<file path="config.mk">
export PLATFORM = sky130hd
export DESIGN_NAME = fetch_queue
export DESIGN_NICKNAME = d
export VERILOG_FILES = /design/src/rtl/fetch_queue.sv
export SDC_FILE = /design/constraint.sdc
export NUM_CORES = 1
export LEC_CHECK = 0
export BUFFER_PORTS_ARGS = -buffer_cell sky130_fd_sc_hd__buf_2
export CORE_UTILIZATION = 64
export CTS_CLUSTER_DIAMETER = 30
export DETAILED_ROUTE_END_ITERATION = 12
export GPL_ROUTABILITY_DRIVEN = 0
export GPL_TIMING_DRIVEN = 0
export HOLD_SLACK_MARGIN = 0.08
export PLACE_DENSITY = 0.85
export SYNTH_ARGS = -nofsm -noshare
export SYNTH_HDL_FRONTEND = slang
export SYNTH_SLANG_ARGS = --single-unit
export TNS_END_PERCENT = 5
</file>
<file path="constraint.sdc">
create_clock -name clk -period 6.65 [get_ports clk]
set_clock_uncertainty 0.2 [all_clocks]
set_input_delay 0.665 -clock clk [delete_from_list [all_inputs] [get_ports clk]]
set_output_delay 0.665 -clock clk [all_outputs]
set_load 0.02 [all_outputs]
</file>
<file path="src/rtl/fetch_queue.sv">
// fetch_queue: instruction fetch buffer between the instruction memory port
// and the IF/ID register. Requests are issued in PC order; capacity is
// reserved at request time (entries + in-flight < DEPTH), so a response
// always finds a free slot. A redirect flushes the buffer and turns every
// outstanding request into a response to be dropped.
module fetch_queue #(
  parameter int          DEPTH    = 4,
  parameter logic [63:0] RESET_PC = 64'd0
) (
  input  logic        clk,
  input  logic        reset,

  output logic        req_valid,
  output logic [63:0] req_addr,
  input  logic        req_ready,

  input  logic        resp_valid,
  input  logic [31:0] resp_ins,

  output logic        out_valid,
  output logic [63:0] out_pc,
  output logic [31:0] out_ins,
  input  logic        out_ready,

  input  logic        redirect,
  input  logic [63:0] redirect_pc
);

  localparam int AW = $clog2(DEPTH);
  localparam int CW = AW + 1;
  localparam logic [CW:0] DEPTH_W = (CW + 1)'(DEPTH);

  // architectural state
  logic [63:0]   fetch_pc_q, fetch_pc_d;
  logic [63:0]   resp_pc_q,  resp_pc_d;
  logic [CW-1:0] count_q,    count_d;
  logic [CW-1:0] inflight_q, inflight_d;
  logic [CW-1:0] drop_q,     drop_d;
  logic [AW-1:0] head_q,     head_d;
  logic [AW-1:0] tail_q,     tail_d;

  // entry storage
  logic [DEPTH-1:0][63:0] pc_mem_q;
  logic [DEPTH-1:0][31:0] ins_mem_q;

  // per-cycle events
  logic        req_fire;
  logic        resp_take;
  logic        resp_drop;
  logic        push;
  logic        pop;
  logic [CW:0] occupancy;
  logic [63:0] redir_pc_al;

  // Handshake decode. A response with nothing in flight has no matching
  // request and is ignored outright. Redirect blocks new requests, pops
  // and pushes; a same-cycle response is still retired from inflight.
  always_comb begin
    occupancy   = {1'b0, count_q} + {1'b0, inflight_q};
    req_valid   = reset & ~redirect & (occupancy < DEPTH_W);
    req_addr    = fetch_pc_q;
    req_fire    = req_valid & req_ready;
    resp_take   = resp_valid & (inflight_q != '0);
    resp_drop   = resp_take & (drop_q != '0);
    push        = resp_take & (drop_q == '0) & ~redirect;
    pop         = (count_q != '0) & out_ready & ~redirect;
    redir_pc_al = {redirect_pc[63:2], 2'b00};
  end

  // Next-state computation for pointers, counters and PCs.
  always_comb begin
    fetch_pc_d = fetch_pc_q;
    resp_pc_d  = resp_pc_q;
    count_d    = count_q;
    inflight_d = inflight_q;
    drop_d     = drop_q;
    head_d     = head_q;
    tail_d     = tail_q;

    if (redirect) begin
      // Everything still outstanding after this cycle's response becomes
      // a response to drop; drop_cnt is a subset of inflight, so prior
      // redirects' drops are covered automatically.
      fetch_pc_d = redir_pc_al;
      resp_pc_d  = redir_pc_al;
      count_d    = '0;
      head_d     = '0;
      tail_d     = '0;
      inflight_d = inflight_q - CW'(resp_take);
      drop_d     = inflight_q - CW'(resp_take);
    end else begin
      if (req_fire) fetch_pc_d = fetch_pc_q + 64'd4;
      if (push) begin
        resp_pc_d = resp_pc_q + 64'd4;
        tail_d    = tail_q + AW'(1);
      end
      if (pop) head_d = head_q + AW'(1);
      if (resp_drop) drop_d = drop_q - CW'(1);
      count_d    = count_q + CW'(push) - CW'(pop);
      inflight_d = inflight_q + CW'(req_fire) - CW'(resp_take);
    end
  end

  // State registers with asynchronous active-low clear.
  always_ff @(posedge clk or negedge reset) begin
    if (!reset) begin
      fetch_pc_q <= RESET_PC;
      resp_pc_q  <= RESET_PC;
      count_q    <= '0;
      inflight_q <= '0;
      drop_q     <= '0;
      head_q     <= '0;
      tail_q     <= '0;
    end else begin
      fetch_pc_q <= fetch_pc_d;
      resp_pc_q  <= resp_pc_d;
      count_q    <= count_d;
      inflight_q <= inflight_d;
      drop_q     <= drop_d;
      head_q     <= head_d;
      tail_q     <= tail_d;
    end
  end

  // Entry write at tail on a kept response, tagged with the expected PC.
  always_ff @(posedge clk or negedge reset) begin
    if (!reset) begin
      pc_mem_q  <= '0;
      ins_mem_q <= '0;
    end else if (push) begin
      pc_mem_q[tail_q]  <= resp_pc_q;
      ins_mem_q[tail_q] <= resp_ins;
    end
  end

  // Head presentation; outputs forced to zero when the buffer is empty.
  always_comb begin
    out_valid = (count_q != '0);
    out_pc    = '0;
    out_ins   = '0;
    if (out_valid) begin
      out_pc  = pc_mem_q[head_q];
      out_ins = ins_mem_q[head_q];
    end
  end

endmodule
</file>
==> flow_metrics.py <==
metrics = {
    "synth": {
        "syn_avg_cell_area_um2": 12.5,
        "synth-seq-cells": 513,
        "synthFlopType": "dfrtp_1",
        "synth_edf_count": 0,
        "syn-cell-area_um2": 25600,
        "synthCells": 2049,
        "ys_warn_count": 0,
        "ys_types": 67,
        "async_flop_share_pct": 100,
        "ys_seq_area_share_pct": 50.1,
    },
    "cells_and_area": {
        "final_nets": 2538,
        "final_cell_mix": "dfrtp_1 (513), mux2_2 (339), buf_2 (310), nand2_1 (122), and2_1 (107)",
        "drive_gt1_share_pct": 39.0,
        "final_common_cell": "dfrtp_1",
        "stdcell_count": 3022,
        "areaGrowthSynthToFinish_pct": 21.9,
    },
    "clock_network": {
        "cts_sinks": 513,
        "cts_root_buf": "clkbuf_16",
        "cts_buffers": 102,
        "cts-resized-gates": 0,
        "cts.htree.levels": 3,
        "clockBufferDepth": 3,
        "cts.reportedPaths.clkPinSlew_ns": 0.05,
        "clkLatencyLatePin_ns": 0.63,
        "cts_tree": "built",
    },
    "drt": {
        "wirelength_met1_mm": 28.5,
        "via_per_inst": 6.72,
        "drc_errors": 0,
        "topRoutingLayerUsed": "met5",
        "firstDrtPassIters": 8,
        "antenna_left": 0,
        "wl_met3_mm": 8.48,
        "wl_mm": 77.6,
        "drt_first_iter_violations": 2118,
        "wl_met2_mm": 36.5,
        "wl_per_cell_um": 25.7,
        "vias": 20300,
    },
    "die": {
        "fp.dieH_um": 202,
        "io_pins": 264,
        "die_w_um": 202,
        "initial_core_util_pct": 65.6,
        "num_rows": 72,
        "die_area_um2": 40900,
        "core_um2": 39100,
    },
    "setup_path": {
        "cp.arrival_ns": 5.86,
        "crit_path_end_kind": "flip-flop",
        "setup.worst_path.class": "in2reg",
        "critical_path.max_fanout": 91,
        "critPathRequiredTime_ns": 7.00,
        "startpoint_type": "primary input",
    },
    "sta": {
        "slew_viol_final": 0,
        "fmax_mhz": 181,
        "rsz0062_at_grt": "false",
        "hold_viol_final": 0,
        "setup_viol": 0,
        "finalCriticalPeriod_ns": 5.51,
        "period_share_pct": 82.9,
        "relSlewSlack_pct": 21.2,
        "worst_slew_pin_slew_ns": 1.17,
    },
    "pwr": {
        "switchingPower_mw": 3.95,
        "powerDensity_nw_per_um2": 400,
        "combinationalPowerShare_pct": 24.9,
        "p_seq_share_pct": 33.4,
        "ir_worst_vdd_mv": 0.211,
        "p_int_mw": 8.54,
        "leakagePower_nw": 14.5,
        "power.total_mw": 12.5,
        "swShare_pct": 31.6,
        "p_clk_share_pct": 41.7,
    },
    "placed_design": {
        "dp_cells": 2831,
        "portBuffers": 256,
        "hpwlAfterDp_mm": 49.4,
    },
    "run_status": {
        "outcome": "finished, final reports clean",
    },
    "global_route": {
        "grt_pass1_vias": 21000,
        "track_usage_pct": 38.5,
        "antenna_found_initial": 3,
        "grt_pass1_wl_mm": 120,
        "grt_remaining_overflow": 0,
        "grt_max_degree": 121,
    },
    "run": {
        "max_cap_violations": 0,
    },
    "min_path": {
        "hold_class": "in2reg",
    },
}
-- per-stage QoR --
stage                     hold WS [ns]  instance area [um^2]  setup WS [ns]  utilization [%]  setup TNS [ns]
after global placement           0.261                 27600          -5.50             70.5        -2977.19
after detailed placement         0.271                 27700           1.13             70.9               0
after global routing             0.104                 31300          0.732             79.9               0
final                           0.0953                 31300           1.14             79.9               0
after CTS                       0.0823                 31300           1.15             79.9               0
after floorplan                  0.169                 25600           3.35                -               0
-- Yosys cell counts, types with 4 or more instances --
cell type  instances  share of area, %
mux4_2            94               8.3
o21ai_0           55               1.1
nand4_1           70               1.7
nor4_1            21              0.51
ha_1              16              0.78
dfrtp_1          513                50
a22oi_1            7              0.21
nand4b_1           4              0.14
nor4_2             5              0.24
nand2b_1           4             0.098
xnor2_1           23              0.79
or4_1             19              0.56
a21o_1             6              0.18
clkbuf_2           4             0.078
and3_1            17              0.41
clkbuf_1          67              0.98
buf_1              9              0.13
xor2_1            31               1.1
or3_1             19              0.46
and4_1            14              0.48
nor2b_1            8              0.20
nor3_1            24              0.47
nand2_1          122               1.8
mux2_2           339                15
mux2i_1            8              0.31
buf_2             55               1.1
o311ai_0          14              0.48
buf_4             19              0.56
a31oi_1           24              0.59
o211ai_1          36               1.1
and2_1           107               2.6
nand3_1           81               1.6
mux2_1            56               2.5
inv_1             30              0.44
a21oi_1           12              0.23
nor2_1            66              0.97
-- cell families (layout without fill, tap and decap cells) --
| logic type | Yosys count | in the layout | synth area share, % |
|---|---|---|---|
| mux | 497 | 497 | 25.9 |
| simple gates | 601 | 601 | 13.2 |
| compound gates | 180 | 180 | 4.74 |
| other cells | 1 | 5 | 0.0146 |
| fa+ha+maj | 18 | 18 | 0.937 |
| xor+xnor | 54 | 54 | 1.85 |
| buf+inv | 185 | 636 | 3.28 |
| flops | 513 | 513 | 50.1 |
-- worst max-delay path, stage by stage --
cell and delay [ns]:
dlygate4sd3_1 0.56, buf_8 0.30, buf_16 0.40, buf_16 0.40
buf_16 0.38, nor4b_1 0.39, and4_1 0.24, buf_2 0.14
inv_2 0.11, buf_2 0.21, clkbuf_1 0.33, ha_1 0.40
inv_1 0.05, ha_1 0.19, fa_1 0.38, xor2_1 0.15
o21ai_0 0.19, xor2_1 0.18
-- routing by layer --
layer,vias up,global-route usage [%]
met5,-,0
met4,4,19.7
met3,369,10.3
met2,1434,60.9
met1,10200,49.3
li1,8353,-
-- timing repair --
action	CTS	global route
setup buffers	0	0
hold endpoints to repair	36	0
hold buffers	1	0
endpoints found under the setup margin	0	0
-- path summary, 6_finish.rpt --
kind                            depth (start not counted)             from  slack, ns             to
worst min register to register                          1    pc_mem_q[139]       0.28  pc_mem_q[139]
max in group asynchronous                               5            reset       4.31   req_addr[49]
worst max register to register                         14    inflight_q[2]       2.65  inflight_q[2]
worst max-delay path                                   18            reset       1.14  inflight_q[2]
worst min-delay path                                    3  redirect_pc[50]        0.1  resp_pc_q[50]
min in group asynchronous                               2            reset       0.32  ins_mem_q[27]
-- registers in the layout, summed over array words and instances, names as in the netlist --
name / flops
ins_mem_q: 128
tail_q: 2
drop_q: 3
count_q: 3
req_addr: 62
inflight_q: 3
resp_pc_q: 62
head_q: 2
pc_mem_q: 248
-- cell type report --
type                       instances  area (um^2)
clock buffer                     129         2840
fill                            2095         7840
antenna                            1         2.50
multi-input combinational       1354        12000
clock inverter                    60          687
sequential                       513        12800
timing repair buffer             262         1440
buffer                           154          723
inverter                          31          116
tap                              518          648
-- power by group through the flow --
stage | Combinational (mW) | Clock [mW] | Sequential (mW)
after floorplan | 2.07 | 0 | 4.07
after global placement | 2.91 | 0 | 4.10
after detailed placement | 3.02 | 0 | 4.15
after CTS | 3.11 | 5.21 | 4.14
after global routing | 3.31 | 5.38 | 4.22
final | 3.11 | 5.21 | 4.17
No activity file was read; power rests on OpenSTA's default activity.
